--- src/rtl/bus_dtack_generator.sv ---
// bus_dtack_generator
// Generates the 68k DTACK_L from per-region wait-state counts and forwards the
// acknowledge of handshaking slaves (DRAM, CAN). Raises BERR_L when a bus
// cycle stays unacknowledged for TIMEOUT clocks. Unmapped addresses are caught
// the same way. DTACK_L, BERR_L and ActiveRegion are driven straight from flops.
module bus_dtack_generator #(
  parameter int ROM_WAIT = 0,
  parameter int RAM_WAIT = 1,
  parameter int IO_WAIT  = 3,
  parameter int VGA_WAIT = 2,
  parameter int CNT_W    = 8,
  parameter int TIMEOUT  = 200
) (
  input  logic       Clk,
  input  logic       Reset_H,
  input  logic       AS_L,
  input  logic       UDS_L,
  input  logic       LDS_L,
  input  logic       OnChipRomSelect_H,
  input  logic       OnChipRamSelect_H,
  input  logic       IOSelect_H,
  input  logic       DramSelect_H,
  input  logic       CanBusSelect_H,
  input  logic       vga_select_H,
  input  logic       DramDtack_L,
  input  logic       CanBusDtack_L,
  output logic       DTACK_L,
  output logic       BERR_L,
  output logic [2:0] ActiveRegion
);

  localparam logic [2:0] REG_NONE = 3'd0;
  localparam logic [2:0] REG_ROM  = 3'd1;
  localparam logic [2:0] REG_RAM  = 3'd2;
  localparam logic [2:0] REG_IO   = 3'd3;
  localparam logic [2:0] REG_DRAM = 3'd4;
  localparam logic [2:0] REG_CAN  = 3'd5;
  localparam logic [2:0] REG_VGA  = 3'd6;

  localparam logic [CNT_W-1:0] CNT_ZERO     = {CNT_W{1'b0}};
  localparam logic [CNT_W-1:0] CNT_ONE      = CNT_W'(1'b1);
  localparam logic [CNT_W-1:0] TIMEOUT_MAX  = CNT_W'(TIMEOUT);
  localparam logic [CNT_W-1:0] TIMEOUT_LAST = CNT_W'(TIMEOUT - 1);

  typedef enum logic [2:0] {
    ST_IDLE    = 3'd0,
    ST_WAIT    = 3'd1,
    ST_EXTWAIT = 3'd2,
    ST_ACK     = 3'd3,
    ST_BERR    = 3'd4
  } state_t;

  state_t           state_q, state_d;
  logic [CNT_W-1:0] wcnt_q, wcnt_d;
  logic [CNT_W-1:0] tcnt_q, tcnt_d;
  logic             dtack_l_q, dtack_l_d;
  logic             berr_l_q, berr_l_d;
  logic [2:0]       region_q, region_d;
  logic [2:0]       sel_region_s;
  logic [CNT_W-1:0] sel_wait_s;
  logic             sel_is_ext_s;
  logic             ext_ack_s;
  logic             strobes_unused_s;

  // Data strobes are informational only; the cycle start is keyed on AS_L.
  assign strobes_unused_s = UDS_L ^ LDS_L;

  // Fixed wait-state count for a region; handshaking and unmapped regions have none.
  function automatic logic [CNT_W-1:0] region_wait(input logic [2:0] r);
    logic [CNT_W-1:0] w;
    case (r)
      REG_ROM: w = CNT_W'(ROM_WAIT);
      REG_RAM: w = CNT_W'(RAM_WAIT);
      REG_IO:  w = CNT_W'(IO_WAIT);
      REG_VGA: w = CNT_W'(VGA_WAIT);
      default: w = CNT_ZERO;
    endcase
    return w;
  endfunction

  // Priority-encode the decoder selects into a region code and its wait count.
  always_comb begin
    sel_region_s = REG_NONE;
    if (OnChipRomSelect_H) begin
      sel_region_s = REG_ROM;
    end else if (OnChipRamSelect_H) begin
      sel_region_s = REG_RAM;
    end else if (IOSelect_H) begin
      sel_region_s = REG_IO;
    end else if (DramSelect_H) begin
      sel_region_s = REG_DRAM;
    end else if (CanBusSelect_H) begin
      sel_region_s = REG_CAN;
    end else if (vga_select_H) begin
      sel_region_s = REG_VGA;
    end else begin
      sel_region_s = REG_NONE;
    end
    sel_wait_s   = region_wait(sel_region_s);
    sel_is_ext_s = (sel_region_s == REG_DRAM) || (sel_region_s == REG_CAN) ||
                   (sel_region_s == REG_NONE);
  end

  // Pick the acknowledge source of the latched region; region 0 has none.
  always_comb begin
    case (region_q)
      REG_DRAM: ext_ack_s = ~DramDtack_L;
      REG_CAN:  ext_ack_s = ~CanBusDtack_L;
      default:  ext_ack_s = 1'b0;
    endcase
  end

  // Next-state logic for the cycle FSM, its counters and the registered strobes.
  always_comb begin
    state_d   = state_q;
    wcnt_d    = wcnt_q;
    tcnt_d    = tcnt_q;
    dtack_l_d = dtack_l_q;
    berr_l_d  = berr_l_q;
    region_d  = region_q;
    case (state_q)
      ST_IDLE: begin
        if (!AS_L) begin
          region_d = sel_region_s;
          tcnt_d   = CNT_ZERO;
          wcnt_d   = sel_wait_s;
          if (sel_is_ext_s) begin
            state_d = ST_EXTWAIT;
          end else if (sel_wait_s == CNT_ZERO) begin
            state_d   = ST_ACK;
            dtack_l_d = 1'b0;
          end else begin
            state_d = ST_WAIT;
          end
        end else begin
          dtack_l_d = 1'b1;
          berr_l_d  = 1'b1;
          region_d  = REG_NONE;
        end
      end
      ST_WAIT: begin
        if (AS_L) begin
          state_d  = ST_IDLE;
          region_d = REG_NONE;
        end else if (wcnt_q <= CNT_ONE) begin
          state_d   = ST_ACK;
          dtack_l_d = 1'b0;
        end else if (tcnt_q >= TIMEOUT_LAST) begin
          state_d  = ST_BERR;
          berr_l_d = 1'b0;
          tcnt_d   = TIMEOUT_MAX;
        end else begin
          wcnt_d = wcnt_q - CNT_ONE;
          tcnt_d = tcnt_q + CNT_ONE;
        end
      end
      ST_EXTWAIT: begin
        if (AS_L) begin
          state_d  = ST_IDLE;
          region_d = REG_NONE;
        end else if (ext_ack_s) begin
          state_d   = ST_ACK;
          dtack_l_d = 1'b0;
        end else if (tcnt_q >= TIMEOUT_LAST) begin
          state_d  = ST_BERR;
          berr_l_d = 1'b0;
          tcnt_d   = TIMEOUT_MAX;
        end else begin
          tcnt_d = tcnt_q + CNT_ONE;
        end
      end
      ST_ACK, ST_BERR: begin
        if (AS_L) begin
          state_d   = ST_IDLE;
          dtack_l_d = 1'b1;
          berr_l_d  = 1'b1;
          region_d  = REG_NONE;
        end else begin
          state_d = state_q;
        end
      end
      default: begin
        state_d   = ST_IDLE;
        wcnt_d    = CNT_ZERO;
        tcnt_d    = CNT_ZERO;
        dtack_l_d = 1'b1;
        berr_l_d  = 1'b1;
        region_d  = REG_NONE;
      end
    endcase
  end

  // State and output flops; reset overrides any cycle in progress.
  always_ff @(posedge Clk) begin
    if (Reset_H) begin
      state_q   <= ST_IDLE;
      wcnt_q    <= CNT_ZERO;
      tcnt_q    <= CNT_ZERO;
      dtack_l_q <= 1'b1;
      berr_l_q  <= 1'b1;
      region_q  <= REG_NONE;
    end else begin
      state_q   <= state_d;
      wcnt_q    <= wcnt_d;
      tcnt_q    <= tcnt_d;
      dtack_l_q <= dtack_l_d;
      berr_l_q  <= berr_l_d;
      region_q  <= region_d;
    end
  end

  assign DTACK_L      = dtack_l_q;
  assign BERR_L       = berr_l_q;
  assign ActiveRegion = region_q;

endmodule
--- config.mk ---
export PLATFORM = sky130hd
export DESIGN_NAME = bus_dtack_generator
export DESIGN_NICKNAME = d
export VERILOG_FILES = /design/src/rtl/bus_dtack_generator.sv
export SDC_FILE = /design/constraint.sdc
export NUM_CORES = 1
export LEC_CHECK = 0
export ABC_CLOCK_PERIOD_IN_PS = 2000
export CORE_MARGIN = 10
export CORE_UTILIZATION = 50
export DETAILED_ROUTE_END_ITERATION = 12
export GPL_ROUTABILITY_DRIVEN = 0
export GPL_TIMING_DRIVEN = 0
export MAX_ROUTING_LAYER = met4
export PLACE_DENSITY_LB_ADDON = 0.25
export SLEW_MARGIN = 0
export SYNTH_ARGS = -nofsm -noshare
export SYNTH_HDL_FRONTEND = slang
export SYNTH_SLANG_ARGS = --single-unit
--- constraint.sdc ---
create_clock -name Clk -period 2 [get_ports Clk]
set_clock_uncertainty 0.2 [all_clocks]
set_input_delay 0.4 -clock Clk [delete_from_list [all_inputs] [get_ports Clk]]
set_output_delay 0.4 -clock Clk [all_outputs]
set_load 0.05 [all_outputs]
Word level (Yosys, flattened, before mapping)

Index checks and enable logic that the tools add are counted.

Flip-flop bits (word level): 24
Output and inout port bits: 5
Word-level logic and storage cells: 99

Add/subtract/negate cells: 2
Magnitude comparators: 2
Eq/ne operators: 24
Mux-type cells: 47
Bitwise operators: 4
Reductions and logical operators: 14

Operators with widths:

| kind                  | count |
|---|---|
| $mux W8               | 10 |
| $mux W3               | 14 |
| $pmux W8 S4           | 1 |
| $pmux W8 S3           | 1 |
| $eq A3 B3 Y1 const B  | 6 |
| $ne A2 B2 Y1 const B  | 9 |
| $mux W1               | 13 |
| $eq A3 B2 Y1 const B  | 4 |
| $pmux W3 S4           | 1 |
| $reduce_and A5 Y1     | 2 |
| $add A8 B1 Y8 const B | 1 |
| $ge A8 B8 Y1 const B  | 1 |
| $le A8 B1 Y1 const B  | 1 |
| $logic_not A8 Y1      | 1 |
| $sub A8 B1 Y8 const B | 1 |
| $reduce_and A7 Y1     | 1 |
| $logic_not A3 Y1      | 2 |
| $ne A3 B3 Y1 const B  | 2 |
| $pmux W2 S3           | 1 |
| $pmux W3 S2           | 1 |
| $reduce_and A6 Y1     | 1 |
| $reduce_or A3 Y1      | 2 |
| $mux W2               | 2 |
| $ne A2 B1 Y1 const B  | 2 |
| 9 further kinds       | 13 |

Longest topological paths before layout

Gate-level depths: netlist of the first run.

Word-level depth: 13
Depth in mapped cells: 8
Depth with buffers taken out: 7

Least setup slack after synthesis of the first run

No wires, ideal clock.

Kind: flip-flop to flip-flop
Start point: register region_q[0], in the netlist ActiveRegion[0]
End point: register tcnt_q[4]
Setup time: 0.088 ns
Arrival time: 2.045 ns
Setup slack: -0.333 ns
Stages on the path, launching flop included: 7
Period minus slack after synthesis: 2.333 ns
Cell sequence: dfxtp_1 > mux2_2 > or2_2 > o221a_1 > buf_6 > a21boi_1 > o32ai_2

Word-level cells in the longest chain between the ends: 4
Elaborated cells on any way between the ends: 5
Classes of those cells: eq/ne: 3; mux: 1; reduce/logical: 1

RTL lines:

| item                            | line | RTL |
|---|---|---|
| start: declaration              | 58   | `logic [2:0] region_q, region_d;` |
| start signal: assignment        | 208  | `region_q <= region_d;` |
| $eq A3 B3 Y1                    | 106  | `case (region_q)` |
| $pmux W1 S2 (*)                 | 106  |  |
| $ne A2 B2 Y1 (no line) (*)      | --   |  |
| $reduce_and A6 Y1 (no line) (*) | --   |  |
| end signal: assignment          | 205  | `tcnt_q <= tcnt_d;` |
| end: declaration                | 55   | `logic [CNT_W-1:0] tcnt_q, tcnt_d;` |

Mark *: on every way between the ends. The rest lies on a longest branch, timed or not.
A chain may end at the register's enable or synchronous reset.

Worst setup path after layout of the first run

Start point: register wcnt_q[5]
End point: register tcnt_q[4]

Word-level cells in the longest chain between the ends: 3

RTL lines:

| item                        | line | RTL |
|---|---|---|
| start: declaration          | 54   | `logic [CNT_W-1:0] wcnt_q, wcnt_d;` |
| start signal: assignment    | 204  | `wcnt_q <= wcnt_d;` |
| $le A8 B1 Y1                | 145  | `end else if (wcnt_q <= CNT_ONE) begin` |
| $ne A2 B2 Y1 (no line)      | --   |  |
| $reduce_and A6 Y1 (no line) | --   |  |

No other way between the ends.

==> metrics.yaml, run 1 <==
insertedDiodeCount: 0
postSynth.asyncResetShare: 0
finish.instance_area_sq_um: 2020
peakVddDrop_v: 0.000352
crit_path_max_fanout: 5
synth_most_common_cell: "sky130_fd_sc_hd__dfxtp_1"
critical_path.reg2reg.startpoint: "wcnt_q[5]"
placement.io_buffers: 14
dpl-instance-area_sq_um: 1820
crit_path_start_kind: "flip-flop"
grt_antenna_before_repair: 0
floorplan.io_pins: 18
synth.top_cells.by_area: "sky130_fd_sc_hd__dfxtp_1 30%, sky130_fd_sc_hd__nor2_1 4.2%, sky130_fd_sc_hd__a21oi_1 4.1%"
status: "finished, violations left"
p_per_area_nw_per_um2: 609
vias: 1626
dp_cells: 264
floorplan.initialDensity: 0.522
clkSlewWorstSetupHoldPaths_ns: 0.14
period_share: 1.11
synth_fp_nets: 222
synth_largest_area_cell: "sky130_fd_sc_hd__dfxtp_1"
stdcell_count: 273
fraction_of_layout_instances_using_a_drive_strength_above_1: 0.214
worst-slew-pin-transition_ns: 0.617
power.leakage_nw: 0.688
setup_repair_after_global_routing_missed_its_margin: "true"
largest_net_degree_at_the_start_of_global_routing: 14
timing.critical_path.cells: "or4_4 -> o31a_1 -> o221a_4 -> buf_6 -> a21boi_1 -> o32ai_2"
drt-pass1-iter-count: 6
timing.final.crit_period_ns: 2.22
rr_worst_depth: 6
numClockSinks: 24
viasPerCell: 5.96
cts_root_buffer: "sky130_fd_sc_hd__clkbuf_4"
synth-seq-cells: 24
first_pass_grt_wire_length_mm: 6.80
max_freq_mhz: 451
max-clock-path-buffers: 2
worst_path_bufs_invs: 1
min_to: "tcnt_q[0]"
timing.max_cap.violations: 0
timing.hold.worst.class: "flip-flop to flip-flop"
antenna_violating_nets_post_route: 0
cts_made_buffers: 3
chipHeight_um: 76.4
final-max-slew-violation-count: 0
area_of_all_sequential_standard_cells_sq_um: 494
synth.yosys.seq_area_share: 0.302
post-layout-total-power_w: 0.00123
overflow: 0
failed_checks: "setup timing"
postSynth.topFlopCell: "sky130_fd_sc_hd__dfxtp_1"
synth-edff-count: 0
fp-row-count: 20
die_area_sq_um: 5840
cp_data_arrival_time_ns: 2.27
drt_iter0_drc: 88
synth.cell_area_sq_um: 1590
cts_hold_buffers: 0
reg2reg_to: "tcnt_q[4]"
layout.nets: 246
timing.reg2reg.setup_slack_ns: -0.22
yosys.area.top_type_share: 0.302
yosysWarnings: 0
synth.avg_cell_area_sq_um: 7.73
std_cell_core_area_sq_um: 3050
drt_drc_violations_left: 0
timing_hold_violations_final: 0
worst-setup-path-type: "flip-flop to flip-flop"
holdPathStages: 1
number_of_h_tree_levels: 1
grt_use_total: 0.140
finalSetupViolCount: 20
multi_input_area_sq_um: 1150
filler_cell_count: 287
fin_tns_setup_ns: -1.98
synth_cells: 206
vias_in_the_first_global_route: 1506
min_delay_startpoint: "tcnt_q[0]"
clock_latency_ns: 0.33
drt-wirelength-per-cell_um: 15.2
critical-path-max-stage-delay_ns: 0.57
critical_path.endpoint_type: "flip-flop"
timing.final.ws_setup_ns: -0.216
tritoncts: "done"
detailedPlacementHpwl_mm: 2.86
maxSlewHeadroom: 0.589
wirelength_mm: 4.14
critical-path-slowest-cell: "sky130_fd_sc_hd__or4_4"
path_delay_family: "compound AO/OA/AOI/OAI gates"
synth.lib_cells_used.distinct: 54
flow.area_growth_from_synthesis_pct: 26.7
die_w_um: 76.4
crit_required_ns: 2.06
synth_top_cells_by_count: "24 x sky130_fd_sc_hd__dfxtp_1, 18 x sky130_fd_sc_hd__nor2_1, 17 x sky130_fd_sc_hd__nand2_1, 13 x sky130_fd_sc_hd__a21oi_1"
-- cells in the final DEF (no fill, tap or decap), types with 4 or more instances in the layout --
cell type                         Yosys  final
sky130_fd_sc_hd__o21ai_0             10      9
sky130_fd_sc_hd__inv_1               10     10
sky130_fd_sc_hd__nand3_1              8      8
sky130_fd_sc_hd__nor2_1              18     18
sky130_fd_sc_hd__nand2b_1             9      7
sky130_fd_sc_hd__clkdlybuf4s50_1      0      9
sky130_fd_sc_hd__clkbuf_2             0      5
sky130_fd_sc_hd__nand4b_1             5      5
sky130_fd_sc_hd__a21oi_1             13     10
sky130_fd_sc_hd__buf_4                0      6
sky130_fd_sc_hd__mux2i_1              5      5
sky130_fd_sc_hd__nand2_1             17     16
sky130_fd_sc_hd__nor4_1               5      4
sky130_fd_sc_hd__dfxtp_1             24     17
sky130_fd_sc_hd__dlygate4sd2_1        0      5
sky130_fd_sc_hd__dfxtp_2              0      5
sky130_fd_sc_hd__nor3_1              10      8
-- state kept, by name, summed over array words and instances, names as in the netlist --
name / cells
ActiveRegion: 3
BERR_L: 1
DTACK_L: 1
state_q: 3
tcnt_q: 8
wcnt_q: 8
-- cells by family (layout without fill, tap and decap cells) --
group | after synthesis | count (layout) | share of synthesized area
buf+inv | 24 | 47 | 0.0621
compound gates | 58 | 58 | 0.266
fa+ha+maj | 3 | 3 | 0.0236
simple gates | 90 | 90 | 0.303
xor+xnor | 1 | 1 | 0.00550
mux | 6 | 6 | 0.0385
flops | 24 | 24 | 0.302
-- final cells by class --
| type | count | area share |
|---|---|---|
| multi-input cells | 158 | 0.568 |
| flip-flops and latches | 24 | 0.245 |
| repair buffers | 20 | 0.0905 |
| plain buffers | 13 | 0.0329 |
| well taps | 44 | 0.0273 |
| inverters | 10 | 0.0186 |
| clock buffers | 4 | 0.0180 |
-- power breakdown --
group / total, W / internal [W] / switching (W)
registers: 0.000540 / 0.000508 / 0.0000323
logic: 0.000420 / 0.000181 / 0.000239
clock network: 0.000268 / 0.000112 / 0.000157
-- worst reg2reg max path, delay by kind of cell (launching register included) --
kind,cells,cell delay [ns]
flops,1,0.35
simple gates,1,0.57
compound gates,4,0.89
buf+inv,1,0.13
-- routing by layer --
| metal | up-vias | global-route usage | wire length [um] |
|---|---|---|---|
| met1 | 761 | 0.170 | 1950 |
| met2 | 50 | 0.216 | 1900 |
| met5 | - | - | 0 |
| met3 | 11 | 0.0200 | 189 |
| li1 | 804 | - | - |
| met4 | 0 | 0.0762 | 104 |
-- worst max-delay path by stage --
stage          cells after the start         end     startpoint  slack (ns)
6_report                           6   tcnt_q[4]      wcnt_q[5]       -0.22
5_1_grt                            6   tcnt_q[4]      wcnt_q[5]       -0.26
4_1_cts                            6   tcnt_q[4]      wcnt_q[5]       -0.20
3_5_place_dp                       6  state_q[1]  CanBusDtack_L       -0.53
3_3_place_gp                       6  state_q[1]  CanBusDtack_L       -0.47
2_1_floorplan                      6   tcnt_q[4]      wcnt_q[5]       -0.09
-- what timing repair did --
action | CTS | global route
hold endpoints to repair | 0 | 0
setup endpoints to repair | 24 | 24
pin swaps | 4 | 10
cloned | 2 | 0
resized for setup | 21 | 27
setup buffers | 2 | 2
-- metrics by stage --
step                       util  worst slack [ns]  hold slack [ns]
after floorplan               -           -0.0947            0.255
after global placement    0.595            -0.469            0.276
after detailed placement  0.595            -0.531            0.286
after CTS                 0.632            -0.202            0.298
after global routing      0.661            -0.256            0.322
final                     0.661            -0.216            0.294
No activity file was read; power rests on OpenSTA's default activity.
==> inputs of run 2 (changes only) <==
--- a/config.mk
+++ b/config.mk
@@ -6,13 +6,13 @@
 export NUM_CORES = 1
 export LEC_CHECK = 0
 export ABC_CLOCK_PERIOD_IN_PS = 2000
-export CORE_MARGIN = 10
+export CORE_ASPECT_RATIO = 1.75
 export CORE_UTILIZATION = 50
 export DETAILED_ROUTE_END_ITERATION = 12
 export GPL_ROUTABILITY_DRIVEN = 0
 export GPL_TIMING_DRIVEN = 0
 export MAX_ROUTING_LAYER = met4
-export PLACE_DENSITY_LB_ADDON = 0.25
+export PLACE_DENSITY = 0.85
 export SLEW_MARGIN = 0
 export SYNTH_ARGS = -nofsm -noshare
 export SYNTH_HDL_FRONTEND = slang
==> run 2 against run 1 <==
The run still ends with setup timing left. Critical path depth is 1 lower. Final cell count is 0.37% lower. Cell area is 2.6% higher. Via count increased by 4.2%. Utilization up 3.8 points. Power rose by 19%. Worst setup slack got worse by 0.021 ns. Worst hold slack improved by 0.0055 ns. Combinational power rose by 11%. Flip-flop and latch count stayed put. Clock power up 66%. Highest routed layer unchanged.
==> metrics.yaml, run 2 (same netlist as run 1, synthesis figures left out) <==
holdPathStages: 2  # +1
startpoint: "wcnt_q[3]"
drt_drc_violations_left: 0  # unchanged
numClockSinks: 24  # unchanged
clock_power_share: 0.306  # +0.088
switching_power_of_the_nets_w: 0.000478  # +12%
vias_in_the_first_global_route: 1654  # +9.8%
cell_internal_power_w: 0.000981  # +23%
timing.hold.worst.class: "flip-flop to flip-flop"
post-layout-total-power_w: 0.00146  # +19%
std_cell_core_area_sq_um: 2960  # -3.0%
crit_path_max_fanout: 5  # unchanged
failed_checks: "setup timing"
leading_registers_by_flop_count: "tcnt_q: 8 flops, wcnt_q: 8 flops"
die_area_sq_um: 3420  # -41%
timing.reg2reg.setup_slack_ns: -0.24  # -0.02 ns
critical_path.reg2reg.startpoint: "wcnt_q[3]"
crit_required_ns: 2.03  # -0.03 ns
maxSlewHeadroom: 0.661  # +0.0722
fp-row-count: 26  # +30%
final_cell_mix: "18 x sky130_fd_sc_hd__nor2_1, 17 x sky130_fd_sc_hd__dfxtp_1, 16 x sky130_fd_sc_hd__nand2_1"
first_pass_grt_wire_length_mm: 7.21  # +6.1%
antenna_violating_nets_post_route: 0  # unchanged
fin_tns_setup_ns: -2.85  # -0.876 ns
finalSetupViolCount: 20  # unchanged
timing.final.ws_setup_ns: -0.237  # -0.0209 ns
clock_latency_ns: 0.28  # -0.05 ns
die_w_um: 44.7  # -42%
pwr-share-comb: 0.320  # -0.022
min_delay_startpoint: "tcnt_q[1]"
p_per_area_nw_per_um2: 705  # +16%
number_of_h_tree_levels: 1  # unchanged
cts_root_buffer: "sky130_fd_sc_hd__clkbuf_8"
viasPerCell: 6.23  # +4.6%
maxUsedRoutingLayer: "met4"
wirelength_mm: 4.61  # +11%
final-max-slew-violation-count: 0  # unchanged
power.share.sequential: 0.374  # -0.066
overflow: 0  # unchanged
worst-slew-pin-transition_ns: 0.511  # -0.106 ns
worst-setup-path-type: "flip-flop to flip-flop"
mostFrequentLayoutCell: "sky130_fd_sc_hd__nor2_1"
met2RoutedLength_mm: 2.55  # +34%
cts_made_buffers: 3  # unchanged
crit_path_start_kind: "flip-flop"
insertedDiodeCount: 0  # unchanged
timing.max_cap.violations: 0  # unchanged
max-clock-path-buffers: 2  # unchanged
fraction_of_layout_instances_using_a_drive_strength_above_1: 0.217  # +0.00342
floorplan.initialDensity: 0.538  # +0.0163
clkSlewWorstSetupHoldPaths_ns: 0.09  # -0.05 ns
placement.io_buffers: 14  # unchanged
peakVddDrop_v: 0.000666  # +89%
layout.nets: 247  # +0.41%
cp_data_arrival_time_ns: 2.27  # about the same
setup_repair_after_global_routing_missed_its_margin: "true"
timing_hold_violations_final: 0  # unchanged
drt-pass1-iter-count: 5  # -1
reg2reg_to: "state_q[0]"
min_to: "tcnt_q[1]"
vias: 1694  # +4.2%
detailedPlacementHpwl_mm: 3.02  # +5.4%
detail_route.wirelength.met1_mm: 1.73  # -11%
chipHeight_um: 76.7  # +0.29%
max_freq_mhz: 447  # -0.94%
dr_wl_met3_um: 177  # -6.3%
power.leakage_nw: 0.708  # +2.9%
drt_iter0_drc: 65  # -26%
critical_path.endpoint_type: "flip-flop"
tritoncts: "done"
drt-wirelength-per-cell_um: 16.9  # +12%
period_share: 1.12  # +0.0105
floorplan.io_pins: 18  # unchanged
largest_net_degree_at_the_start_of_global_routing: 15  # +1
flow.area_growth_from_synthesis_pct: 30.0
timing.final.crit_period_ns: 2.24  # +0.0209 ns
grt_use_total: 0.280  # +0.140
switching_share: 0.328  # -0.0207
status: "finished, violations left"
grt_antenna_before_repair: 0  # unchanged
rr_worst_depth: 5  # -1
run 2: cell types whose count changed in the layout (fill, tap and decap cells not counted), moves of 2 or more:
cell                        delta
sky130_fd_sc_hd__buf_1         -2
sky130_fd_sc_hd__buf_6         +4
sky130_fd_sc_hd__buf_4         -3
sky130_fd_sc_hd__clkbuf_4      -3
sky130_fd_sc_hd__clkbuf_8      +2
sky130_fd_sc_hd__a2111oi_0     +2
sky130_fd_sc_hd__clkbuf_1      +2
run 2: power by group through the flow:
| stage | registers, W | clock network (W) | logic (W) |
|---|---|---|---|
| finish | 0.000545 | 0.000446 | 0.000467 |
| global route | 0.000551 | 0.000453 | 0.000499 |
| CTS | 0.000539 | 0.000438 | 0.000412 |
| detailed placement | 0.000548 | 0 | 0.000360 |
| global placement | 0.000547 | 0 | 0.000355 |
| floorplan | 0.000559 | 0 | 0.000247 |
run 2: final cells by class:
type / instances / area (sq um)
fill: 226 / 890
clock inverter: 1 / 30.0
sequential: 24 / 494
timing repair buffer: 21 / 201
tap: 42 / 52.6
clock buffer: 3 / 41.3
buffer: 13 / 70.1
multi-input combinational: 158 / 1140
inverter: 10 / 37.5
run 2: critical path: stages (launching register included):
cell and delay [ns]:
sky130_fd_sc_hd__dfxtp_2 0.34, sky130_fd_sc_hd__or4_4 0.58, sky130_fd_sc_hd__nor3_2 0.38, sky130_fd_sc_hd__nor3_1 0.08, sky130_fd_sc_hd__a2111oi_0 0.42, sky130_fd_sc_hd__o21a_1 0.18
run 2: metrics by stage:
stage | cells | area (sq um) | utilization | setup WS [ns] | hold WS [ns]
after CTS | 270 | 1970 | 0.667 | -0.202 | 0.295
after floorplan | 206 | 1620 | - | -0.0947 | 0.255
after detailed placement | 262 | 1820 | 0.613 | -0.455 | 0.277
after global routing | 272 | 2070 | 0.699 | -0.284 | 0.322
after global placement | 262 | 1820 | 0.613 | -0.438 | 0.277
final | 272 | 2070 | 0.699 | -0.237 | 0.300
run 2: worst max-delay path by stage:
stage,end,cells after the start
after floorplan,tcnt_q[4],6
after global placement,tcnt_q[5],7
after detailed placement,tcnt_q[4],7
after CTS,tcnt_q[4],6
after global routing,BERR_L,5
final,state_q[0],5
run 2: routing by layer:
layer,up-vias,global-route usage
met5,-,-
met4,0,0.152
met3,15,0.0235
met2,66,0.494
li1,811,-
met1,802,0.289
run 2: repair_timing:
action                                  in CTS  in global routing
hold buffers                                 0                  0
gates resized for setup                     25                 19
setup buffers                                2                  3
pin swaps                                    8                  4
gates cloned                                 2                  0
endpoints found under the setup margin      29                 24
